`src/rtl/matmul_sched.sv`:
```
// matmul_sched: issue controller for the 4x4 fp16 matrix x vec4 unit (define PERF_CNT_EN for perf counters).
// Latency: out_valid rises LATENCY edges after the issue edge; out_vec is the output FIFO head.
// Backpressure: in_ready needs a credit (FIFO entries + in-flight < OUT_DEPTH) and no pending commit.

// matmul_sched_fifo: generic power-of-two FIFO with occupancy count.
// Latency: write visible at the head one edge after push; read data is combinational from the head.
// Backpressure: none internally; the writer must never push into a full FIFO without a same-cycle pop.
module matmul_sched_fifo #(
    parameter int W     = 64,
    parameter int DEPTH = 4
) (
    input  logic                     clk,
    input  logic                     rst,
    input  logic                     wr_vld,
    input  logic [W-1:0]             wr_dat,
    input  logic                     rd_rdy,
    output logic                     rd_vld,
    output logic [W-1:0]             rd_dat,
    output logic [$clog2(DEPTH):0]   count
);
    localparam int AW = $clog2(DEPTH);
    localparam int CW = AW + 1;

    logic [W-1:0]  mem [DEPTH];
    logic [AW-1:0] wr_ptr;
    logic [AW-1:0] rd_ptr;
    logic          rd_fire;

    assign rd_vld  = (count != '0);
    assign rd_fire = rd_vld && rd_rdy;
    // Empty head reads as zero so nothing stale is ever presented.
    assign rd_dat  = rd_vld ? mem[rd_ptr] : '0;

    always_ff @(posedge clk or negedge rst) begin
        if (!rst) begin
            wr_ptr <= '0;
            rd_ptr <= '0;
            count  <= '0;
        end else begin
            if (wr_vld)  wr_ptr <= wr_ptr + 1'b1;
            if (rd_fire) rd_ptr <= rd_ptr + 1'b1;
            count <= count + CW'(wr_vld) - CW'(rd_fire);
        end
    end

    always_ff @(posedge clk) begin
        if (wr_vld) mem[wr_ptr] <= wr_dat;
    end

    overflow_chk: assert property (@(posedge clk) disable iff (!rst)
        !(wr_vld && !rd_fire && (count == CW'(DEPTH))));
endmodule

// matmul_sched: shadow/active matrix banks, operand issue, in-flight tag tracking, credit-gated output FIFO.
// Latency: operand accepted at edge e0 appears on out_vec after edge e0+LATENCY (empty FIFO).
// Backpressure: in_ready low when out of credits or while a commit drains and copies the matrix.
module matmul_sched #(
    parameter int LATENCY   = 4,
    parameter int OUT_DEPTH = 4
) (
    input  logic         clk,
    input  logic         rst,
    input  logic         cfg_we,
    input  logic [3:0]   cfg_addr,
    input  logic [15:0]  cfg_wdata,
    input  logic         cfg_commit,
    output logic         cfg_busy,
    input  logic         in_valid,
    output logic         in_ready,
    input  logic [63:0]  in_vec,
    output logic [255:0] mm_a,
    output logic [63:0]  mm_b,
    input  logic [63:0]  mm_x,
    output logic         out_valid,
    input  logic         out_ready,
    output logic [63:0]  out_vec
`ifdef PERF_CNT_EN
    ,
    output logic [31:0]  perf_vtx,
    output logic [31:0]  perf_stall
`endif
);
    localparam int CW = $clog2(OUT_DEPTH) + 1;
    localparam int SW = $clog2(OUT_DEPTH + LATENCY + 1);
    localparam logic [255:0] IDENT = {16'h3C00, 64'h0, 16'h3C00, 64'h0,
                                      16'h3C00, 64'h0, 16'h3C00};

    typedef enum logic [1:0] {RUN, DRAIN, COPY} state_t;

    state_t              state;
    state_t              state_nxt;
    logic [255:0]        shadow;
    logic [255:0]        active;
    logic [LATENCY-1:0]  tag;
    logic                issue;
    logic                push;
    logic [CW-1:0]       fifo_count;
    logic [SW-1:0]       inflight;
    logic [SW-1:0]       occupied;

    assign mm_a     = active;
    assign cfg_busy = (state != RUN);
    assign issue    = in_valid && in_ready;
    assign push     = tag[LATENCY-1];

    always_comb begin
        inflight = '0;
        for (int i = 0; i < LATENCY; i++) inflight = inflight + SW'(tag[i]);
    end

    // Credit check uses registered counts only, so a pop frees its slot one cycle later.
    assign occupied = inflight + SW'(fifo_count);
    assign in_ready = (state == RUN) && (occupied < SW'(OUT_DEPTH));

    always_ff @(posedge clk or negedge rst) begin
        if (!rst) state <= RUN;
        else      state <= state_nxt;
    end

    always_comb begin
        state_nxt = state;
        case (state)
            RUN:     if (cfg_commit) state_nxt = DRAIN;
            DRAIN:   if (tag == '0)  state_nxt = COPY;
            COPY:    state_nxt = RUN;
            default: state_nxt = RUN;
        endcase
    end

    always_ff @(posedge clk or negedge rst) begin
        if (!rst) begin
            shadow <= IDENT;
            active <= IDENT;
            mm_b   <= '0;
            tag    <= '0;
        end else begin
            if (cfg_we && !cfg_busy) shadow[{cfg_addr, 4'b0} +: 16] <= cfg_wdata;
            if (state == COPY) active <= shadow;
            if (issue) mm_b <= in_vec;
            tag <= LATENCY'({tag, issue});
        end
    end

    matmul_sched_fifo #(
        .W     (64),
        .DEPTH (OUT_DEPTH)
    ) u_out_fifo (
        .clk    (clk),
        .rst    (rst),
        .wr_vld (push),
        .wr_dat (mm_x),
        .rd_rdy (out_ready),
        .rd_vld (out_valid),
        .rd_dat (out_vec),
        .count  (fifo_count)
    );

`ifdef PERF_CNT_EN
    always_ff @(posedge clk or negedge rst) begin
        if (!rst) begin
            perf_vtx   <= '0;
            perf_stall <= '0;
        end else begin
            if (out_valid && out_ready) perf_vtx   <= perf_vtx + 32'd1;
            if (in_valid && !in_ready)  perf_stall <= perf_stall + 32'd1;
        end
    end
`endif
endmodule

```
`config.mk`:
```
export PLATFORM = sky130hd
export DESIGN_NAME = matmul_sched
export DESIGN_NICKNAME = d
export VERILOG_FILES = /design/src/rtl/matmul_sched.sv
export SDC_FILE = /design/constraint.sdc
export NUM_CORES = 1
export LEC_CHECK = 0
export CAP_MARGIN = 25
export CORE_ASPECT_RATIO = 0.8
export CORE_MARGIN = 2
export CORE_UTILIZATION = 45
export CTS_CLUSTER_SIZE = 10
export DETAILED_ROUTE_END_ITERATION = 12
export GPL_ROUTABILITY_DRIVEN = 1
export GPL_TIMING_DRIVEN = 0
export HOLD_SLACK_MARGIN = 0.12
export PLACE_DENSITY = 0.69
export SLEW_MARGIN = 10
export SYNTH_ARGS = -nofsm -noshare
export SYNTH_HDL_FRONTEND = slang
export SYNTH_HIERARCHICAL = 1
export SYNTH_SLANG_ARGS = --single-unit
```
`constraint.sdc`:
```
create_clock -name clk -period 5.85 [get_ports clk]
set_input_delay 1.17 -clock clk [delete_from_list [all_inputs] [get_ports clk]]
set_output_delay 1.17 -clock clk [all_outputs]
set_load 0.01 [all_outputs]
```
==> reports/summary.md, run 1 <==
The detail route stage leaves a number of antenna-violating nets equal to 0. The number of hold violations in the final report was 0; the all-layer global routing usage was 23.0%. VDD sags by at most 0.325 mV. Worst path buffer plus inverter count: 1. The logs give 3.20 ns for the arrival time at the worst endpoint and 0 for the count of hold-fix buffers inserted at cts.

The first global-routing pass estimated 128000 um of wire. The post-CTS repair timing setup buffer count is 0. The tools report the share of the yosys chip area belonging to registers as 69.3%. The signal on the critical path passes through fa_1 -> ha_1 -> a21o_1 -> a2111oi_4 -> clkdlybuf4s50_1.

The logs give 0.0324 mm^2 for the post-synthesis instance area and 0 for the count of instances resized after the clock tree is built. For this configuration, the core starts out at a cell density of 45.7%. Setup repair after global routing left no endpoint under its margin.

The number of port buffers is 523, and the number of buffers created by CTS is 96. The die boundary width was 304 um; the total global routing overflow was 0. After synthesis, the netlist uses 51 different library cells. The required arrival time at the worst endpoint was 4.68 ns; the clock latency reported for the late side of the worst-skew pair was 0.65 ns. Critical path's slowest cell: sky130_fd_sc_hd__clkdlybuf4s50_1.

Number of global-route vias before repair: 19800. Broken down by cell family, the worst path's largest delay share belongs to adder cells. At the end of routability-driven placement, the weighted congestion stood at 0.843.

After detailed routing, the total wire length is 85600 um. The flow ran to the end, and the final reports show no timing, DRC or antenna violations. In this run the worst path has a maximum fanout of 10.

The run gives 541 as the I/O pin count. In this run the standard cell core region covers 0.0709 mm^2. TritonCTS built the clock tree. The most critical setup path has its startpoint at tag[3]. The path class of the tightest hold or removal check is reg2reg.

Across the run, the number of max-cap violations was 0. Detailed placement finished with a half-perimeter wire length of 60600 um. In this run the static leakage power is 17.8 nW.

Setup total negative slack on the finished layout was measured at 0 ns. The tools report the startpoint of the worst hold path as tag[2]. The first routing iteration left 1167 violations. Detailed routing inserted a total of 18600 vias. The fraction of registers with async set or reset after synthesis is 69.7%.

The first detailed-routing pass ran for 7 iterations. When the netlist entered floorplanning its net count stood at 2050. For this run, the post-layout net count is 2690. The post-synthesis register bit count is 845.

The number of clock sinks came out at 845. Derived from the worst setup path, the maximum achievable clock frequency is 229 MHz. Dividing total power by cell area gives a power density of 511 mW/mm^2. The gate count of the mapped netlist is 1882, and the wire length per cell is 24.2 um. For this run, the leading register cell type out of synthesis is sky130_fd_sc_hd__dfrtp_1. In the finished design, the share of the clock period the worst path needs comes to 74.8%. The ratio of cells with drive above 1 in the final layout came out at 27.5%.

The worst pin sits at a relative slew slack of 28.3%. Row generation in the floorplan step produced 87 rows. For the post-detailed-route DRC marker count, the log shows 0. In this design, the stage delay of the slowest critical-path cell is 0.61 ns.

The run gives 0.0742 mm^2 as the die area. Summing internal, switching and leakage power gives 0.0215 W. The root buffer cell chosen for the clock tree is sky130_fd_sc_hd__clkbuf_16.

The largest net degree at the start of global routing is 117, and the number of levels the H-tree was split into is 3. Compared with the post-synthesis result, the final layout area differs by 29.7%. The run gives 6 as the warning count from the yosys run.

The startpoint type of the worst setup path is a flop. On the final layout, the worst clock skew is 0.0172 ns. At the pin with the least slew margin, the transition time is 1.08 ns. Startpoint-to-endpoint class of the critical path: reg2out. The post-route minimum period is 4.37 ns.

The startpoint identified for the worst register-to-register timing path is tag[3]. The clock-pin slew of the registers on the worst-case setup and hold paths works out to 0.05 ns. Number of antenna violations at the first check in global routing: 5. The mean instance size in the synthesized netlist works out to 17.2 um^2. From bottom edge to top edge, the die measures 244 um.

The tools report the total count of max-transition violations in the final report as 0. The worst setup path is captured at an output port. Counting along the longest clock path gives a buffer depth of 3. The final number of setup-violating endpoints is 0, and the number of vias per cell is 5.28. The number of flops mapped to enable cells by yosys is 256.
stage by stage:
stage               cell area (um^2)  hold WS [ns]  std cells  utilization, %  setup WS [ns]
floorplan                      32400         0.375       1882               -           2.86
global placement               38800         0.389       3339            54.8         -21.19
detailed placement             39200         0.401       3357            55.3           1.35
CTS                            42000         0.411       3528            59.3           1.44
global route                   42000         0.429       3531            59.3           1.32
finish                         42000         0.415       3531            59.3           1.48
cells by family after synthesis:
kind of cell    Yosys count  synth area share, %
simple gates            206                 3.41
xor+xnor                  5                0.135
compound gates          148                 3.62
mux                     517                 20.8
flops                   845                 69.3
buf+inv                 147                 2.15
fa+ha+maj                14                0.587
cells in the mapped netlist, types with 3 or more instances:
library cell                 n  area [um^2]
sky130_fd_sc_hd__dfrtp_1   557        13900
sky130_fd_sc_hd__mux2_2    366         4120
sky130_fd_sc_hd__edfxtp_1  256         7690
sky130_fd_sc_hd__a22o_1     93          815
sky130_fd_sc_hd__and2_1     70          438
sky130_fd_sc_hd__mux4_2     64         1440
sky130_fd_sc_hd__nand2_1    60          225
sky130_fd_sc_hd__mux2_4     59          886
sky130_fd_sc_hd__clkbuf_1   57          214
sky130_fd_sc_hd__nor2_1     42          158
sky130_fd_sc_hd__inv_1      38          143
sky130_fd_sc_hd__dfstp_2    32          841
sky130_fd_sc_hd__o21ai_0    32          160
sky130_fd_sc_hd__mux2i_1    25          250
sky130_fd_sc_hd__buf_2      21          105
sky130_fd_sc_hd__buf_6      15          169
sky130_fd_sc_hd__buf_1      14         52.6
sky130_fd_sc_hd__ha_1       12          150
sky130_fd_sc_hd__o31ai_1     7         52.6
sky130_fd_sc_hd__nand2_2     6         37.5
sky130_fd_sc_hd__nand3_1     6         30.0
sky130_fd_sc_hd__o21ai_1     5         25.0
sky130_fd_sc_hd__xnor2_1     4         35.0
sky130_fd_sc_hd__a21oi_1     3         15.0
sky130_fd_sc_hd__mux2_1      3         33.8
sky130_fd_sc_hd__nand2b_1    3         18.8
sky130_fd_sc_hd__nand3_2     3         30.0
registers in the layout, indices dropped and copies added (netlist names):
name / cells
mm_a: 256
mm_b: 64
shadow: 256
state: 2
tag: 4
u_out_fifo/count: 3
u_out_fifo/mem: 256
u_out_fifo/rd_ptr: 2
u_out_fifo/wr_ptr: 2
per-layer routing:
metal	GRT usage, %	share of wire (%)
met1	30.1	42
met2	37.3	49
met3	5.96	6.2
met4	8.25	3.3
met5	0	0.0082
final timing paths:
check / end / slack [ns] / depth (start not counted)
setup / recovery: in_ready / 1.48 / 5
max in group asynchronous: mm_b[51] / 3.34 / 4
setup reg to reg: mm_b[12] / 2.89 / 8
hold reg to reg: tag[3] / 0.41 / 0
hold / removal: tag[3] / 0.41 / 0
min in group asynchronous: mm_a[216] / 0.50 / 1
power breakdown:
part           internal [W]  switching [W]
combinational       0.00422        0.00315
sequential          0.00780       0.000888
clock               0.00317        0.00229
placed cells by master, fill, tap and decap left out, drive strengths merged, types with 3 or more instances in the layout:
master         instances
o21ai                 39
nor2                  45
ha                    12
a21oi                  4
mux2i                 25
clkdlybuf4s50        522
xnor2                  4
and2                  72
nand2                 67
mux2                 428
nand2b                 3
buf                   72
dfstp                 32
edfxtp               256
clkinv                 5
inv                   42
clkbuf               218
dfrtp                557
mux4                  64
o31ai                  7
nand3                  9
or2                    3
a22o                  93
cell type report:
type | count | area [um^2]
Sequential cell | 845 | 22500
Antenna cell | 2 | 5.00
Fill cell | 5304 | 28800
Timing Repair Buffer | 542 | 5630
Clock buffer | 161 | 2700
Buffer | 109 | 556
Inverter | 38 | 143
Clock inverter | 10 | 124
Tap cell | 934 | 1170
Multi-Input combinational cell | 890 | 9250
Note: power is estimated with default switching activity, not from simulation.
==> run 2, diff against run 1 <==
--- a/config.mk
+++ b/config.mk
@@ -14,7 +14,7 @@
 export GPL_ROUTABILITY_DRIVEN = 1
 export GPL_TIMING_DRIVEN = 0
 export HOLD_SLACK_MARGIN = 0.12
-export PLACE_DENSITY = 0.69
+export PLACE_DENSITY = 0.72
 export SLEW_MARGIN = 10
 export SYNTH_ARGS = -nofsm -noshare
 export SYNTH_HDL_FRONTEND = slang
==> constraint.sdc (replaced) <==
create_clock -name clk -period 3.65 [get_ports clk]
set_input_delay 0.73 -clock clk [delete_from_list [all_inputs] [get_ports clk]]
set_output_delay 0.73 -clock clk [all_outputs]
set_load 0.01 [all_outputs]
==> run 2 against run 1 <==
  * Flip-flop and latch count is the same
  * Core utilization is 0.067 points lower
  * Register-to-register slack worse by 2.1 ns
  * Largest cell class unchanged
  * Setup slack got worse by 1.3 ns
  * Power grew 60%
  * Cell count is 0.37% higher
  * Count of clock-buffer cells in the layout up 10
  * Wire length fell by 0.13%
  * Critical path depth stayed put
  * Cell area decreased by 0.11%
==> reports/summary.md, run 2 (synthesized netlist as in run 1, its figures left out) <==
The run finished with clean final reports. The endpoint identified for the worst register-to-register timing path is mm_b[4]. The number of port buffers is 523 (unchanged), and the antenna violation net count after detailed routing is 0 (unchanged).

The worst setup path is of the reg2out kind. The startpoint of the worst hold path is tag[2]. The final-layout fill cell count is 5312 (+0.15%). The clock-pin slew of the registers on the worst-case setup and hold paths was 0.06 ns (about the same). The register share of total power came out at 40.5% (about the same). The kind of cell adding the most delay to the critical path was adder cells. The tools report the number of max-capacitance violations reported as 0 (unchanged). The total count of max-transition violations in the final report came out at 0 (unchanged). The worst setup path is launched from a flop. The tools report the total power as 0.0344 W (+60%). In this run the critical register-to-register path is launched from tag[3].

The root buffer cell chosen for the clock tree is sky130_fd_sc_hd__clkbuf_16. The detailed placer's ending HPWL came out at 60600 um (about the same). For the area used by multi-input combinational logic, the log shows 0.00926 mm^2 (about the same).

The delay contributed by the slowest stage of the critical path works out to 0.48 ns (-0.13 ns). The placement row count was 87 (unchanged); the final number of setup-violating endpoints was 0 (unchanged). The fraction of met1 tracks used by global routing is 30.0% (-0.12 points). The worst setup path is captured at an output port. The path with the worst hold slack has its endpoint at tag[3]. The run gives 2688 (-0.074%) as the number of nets at the end of the flow. The critical path's slowest cell was sky130_fd_sc_hd__dfrtp_2. The fraction of met3 tracks used by global routing is 6.40% (+0.44 points). The post-route minimum period works out to 3.51 ns.

For the global placer's final weighted congestion, the log shows 0.834 (-1.1%). The signal on the critical path passes through fa_1 -> ha_1 -> a21o_1 -> a2111oi_4 -> dlygate4sd2_1. The run gives 3 (unchanged) as the number of buffers between clock root and the deepest sink. The layer flagged by global routing as most heavily used is met2. Derived from the worst setup path, the maximum achievable clock frequency is 285 MHz.

The tools report the leakage power as 17.8 nW (-0.14%). Cell area after placement: 0.0392 mm^2 (about the same). The register-to-register setup slack was 0.81 ns (-2.08 ns); the number of vias per cell was 5.31 (+0.55%). The largest net degree at the start of global routing was 121 (+3.4%); the global routing usage on met2 was 37.6% (+0.30 points). The wire length per cell came out at 24.1 um (-0.49%).

The logs give 541 (unchanged) for the I/O pin count and 20100 (+1.6%) for the number of global-route vias before repair. TritonCTS built the clock tree. The total global routing overflow was 0 (unchanged); the fraction of the cycle the final worst path needs was 96.2%. The area growth from synthesis to layout works out to 29.6%. The transition time at the pin with the least slew margin was 1.08 ns (-0.000116 ns).

The number of antenna violations at the first check in global routing was 7 (+2). The tools report the peak supply drop as 0.511 mV (+57%). The count of cells along the worst hold path was 0 (unchanged). The class of the worst hold path was reg2reg.

The count of TritonRoute iterations in the first routing pass was 4 (-3); the arrival time at the worst endpoint was 2.78 ns (-0.42 ns). The y dimension of the die came out at 244 um (unchanged). The number of violations reported at the end of detailed-routing iteration 0 came out at 1117 (-4.3%). The worst slew margin relative to its limit was 28.3% (about the same). The number of levels the H-tree was split into was 3 (unchanged). All-layer global routing usage: 23.0% (about the same). The ratio of cells with drive above 1 in the final layout was 27.5% (about the same); the number of clock sinks was 845 (unchanged). The final cell area excluding filler cells is 0.0420 mm^2 (-0.11%). The tools report the area used by sequential logic in the layout as 0.0225 mm^2 (about the same). The logs give 2.92 ns (-1.76 ns) for the required arrival time at the worst endpoint and 0.0102 W (+61%) for the net switching power. The largest clock skew in the final design is 0.0204 ns (+0.00321 ns), and the switching part of the total is 29.6% (+0.21 points).

The top fanout value on the critical path works out to 10 (unchanged). Setup repair after global routing left no endpoint under its margin. The internal power of the cells was 0.0242 W (+59%); the clock latency reported for the late side of the worst-skew pair was 0.64 ns (about the same). The post-CTS repair timing setup buffer count is 0 (unchanged), and the area inside the core boundary is 0.0709 mm^2 (unchanged).

The die area is 0.0742 mm^2 (unchanged). Post-detailed-route DRC marker count: 0 (unchanged). In the layout the commonest cells are sky130_fd_sc_hd__dfrtp_1 (556), sky130_fd_sc_hd__clkdlybuf4s50_1 (521), sky130_fd_sc_hd__mux2_2 (366), sky130_fd_sc_hd__edfxtp_1 (256), sky130_fd_sc_hd__clkbuf_1 (128).

The combinational power share is 34.4% (+0.2 points), and the number of cells on the worst reg-to-reg path is 8 (unchanged). The initial cell density of the core was 45.7% (unchanged); the global-route wire length before repair was 128000 um (+0.35%). Most common cell after layout, fill and taps aside: sky130_fd_sc_hd__dfrtp_1. For the total wire length after detailed routing, the log shows 85500 um (-0.13%). The fraction of power consumed by the clock network was 25.1% (-0.3 points); the number of hold violations in the final report was 0 (unchanged). The run gives 95 (-1.0%) as the number of buffers created by CTS. The die boundary width was 304 um (unchanged).

The worst path buffer plus inverter count was 1 (unchanged). The via total after detailed routing was 18800 (+0.92%); the power density relative to cell area was 818 mW/mm^2 (+60%).
[run 2: how the worst max path moves through the flow]
stage	start	to	slack, ns	cells after the start
floorplan	tag[3]	mm_b[0]	1.03	8
CTS	u_out_fifo/count[2]	out_vec[21]	0.01	5
finish	tag[3]	in_ready	0.14	5
global route	u_out_fifo/count[2]	out_vec[51]	0.002	5
global placement	rst	mm_b[35]	-22.80	1
detailed placement	cfg_addr[0]	shadow[156]	-0.41	9
[run 2: cell type report]
type / count / area share [%]
flip-flops and latches: 845 / 53.5
inverters: 38 / 0.340
multi-input cells: 890 / 22.0
plain buffers: 109 / 1.34
clock inverters: 8 / 0.253
well taps: 934 / 2.78
repair buffers: 541 / 13.3
clock buffers: 171 / 6.36
diodes: 8 / 0.0477
[run 2: per-stage QoR]
step                      cells  utilization, %  TNS [ns]  worst slack, ns  hold WS (ns)
after global placement     3339            54.8         -           -22.80         0.392
after CTS                  3536            59.2         0           0.0145         0.426
after global routing       3540            59.3         0          0.00231         0.438
after detailed placement   3356            55.3    -17.81           -0.415         0.412
after floorplan            1882               -         0             1.03         0.375
final                      3544            59.3         0            0.137         0.425
[run 2: per-layer routing]
layer  up-vias  wire length (um)
met4         0              2210
met2       515             42100
met1     10000             35600
met5         -                 0
met3       118              5530
li1       8184                 -
[run 2: worst register-to-register path, stage by stage (launching register included)]
cell,delay [ns]
sky130_fd_sc_hd__dfrtp_2,0.48
sky130_fd_sc_hd__fa_1,0.45
sky130_fd_sc_hd__ha_1,0.28
sky130_fd_sc_hd__a21o_1,0.18
sky130_fd_sc_hd__a2111oi_4,0.43
sky130_fd_sc_hd__nand2_1,0.13
sky130_fd_sc_hd__buf_4,0.24
sky130_fd_sc_hd__buf_6,0.24
sky130_fd_sc_hd__mux2_4,0.31
[run 2: what timing repair did]
| action | 4_1_cts | 5_1_grt |
|---|---|---|
| pin swaps | 0 | 0 |
| gates resized for setup | 4 | 5 |
| endpoints found under the setup margin | 51 | 30 |
| endpoints found under the hold margin | 55 | 0 |
| hold buffers | 1 | 0 |
| gates cloned | 0 | 0 |
[run 2: power groups by stage]
stage / clock network [W] / logic [W] / registers (W)
after global routing: 0.00922 / 0.0125 / 0.0142
after CTS: 0.00880 / 0.0120 / 0.0139
after floorplan: 0 / 0.00530 / 0.0143
after global placement: 0 / 0.0116 / 0.0140
final: 0.00863 / 0.0118 / 0.0139
after detailed placement: 0 / 0.0119 / 0.0140
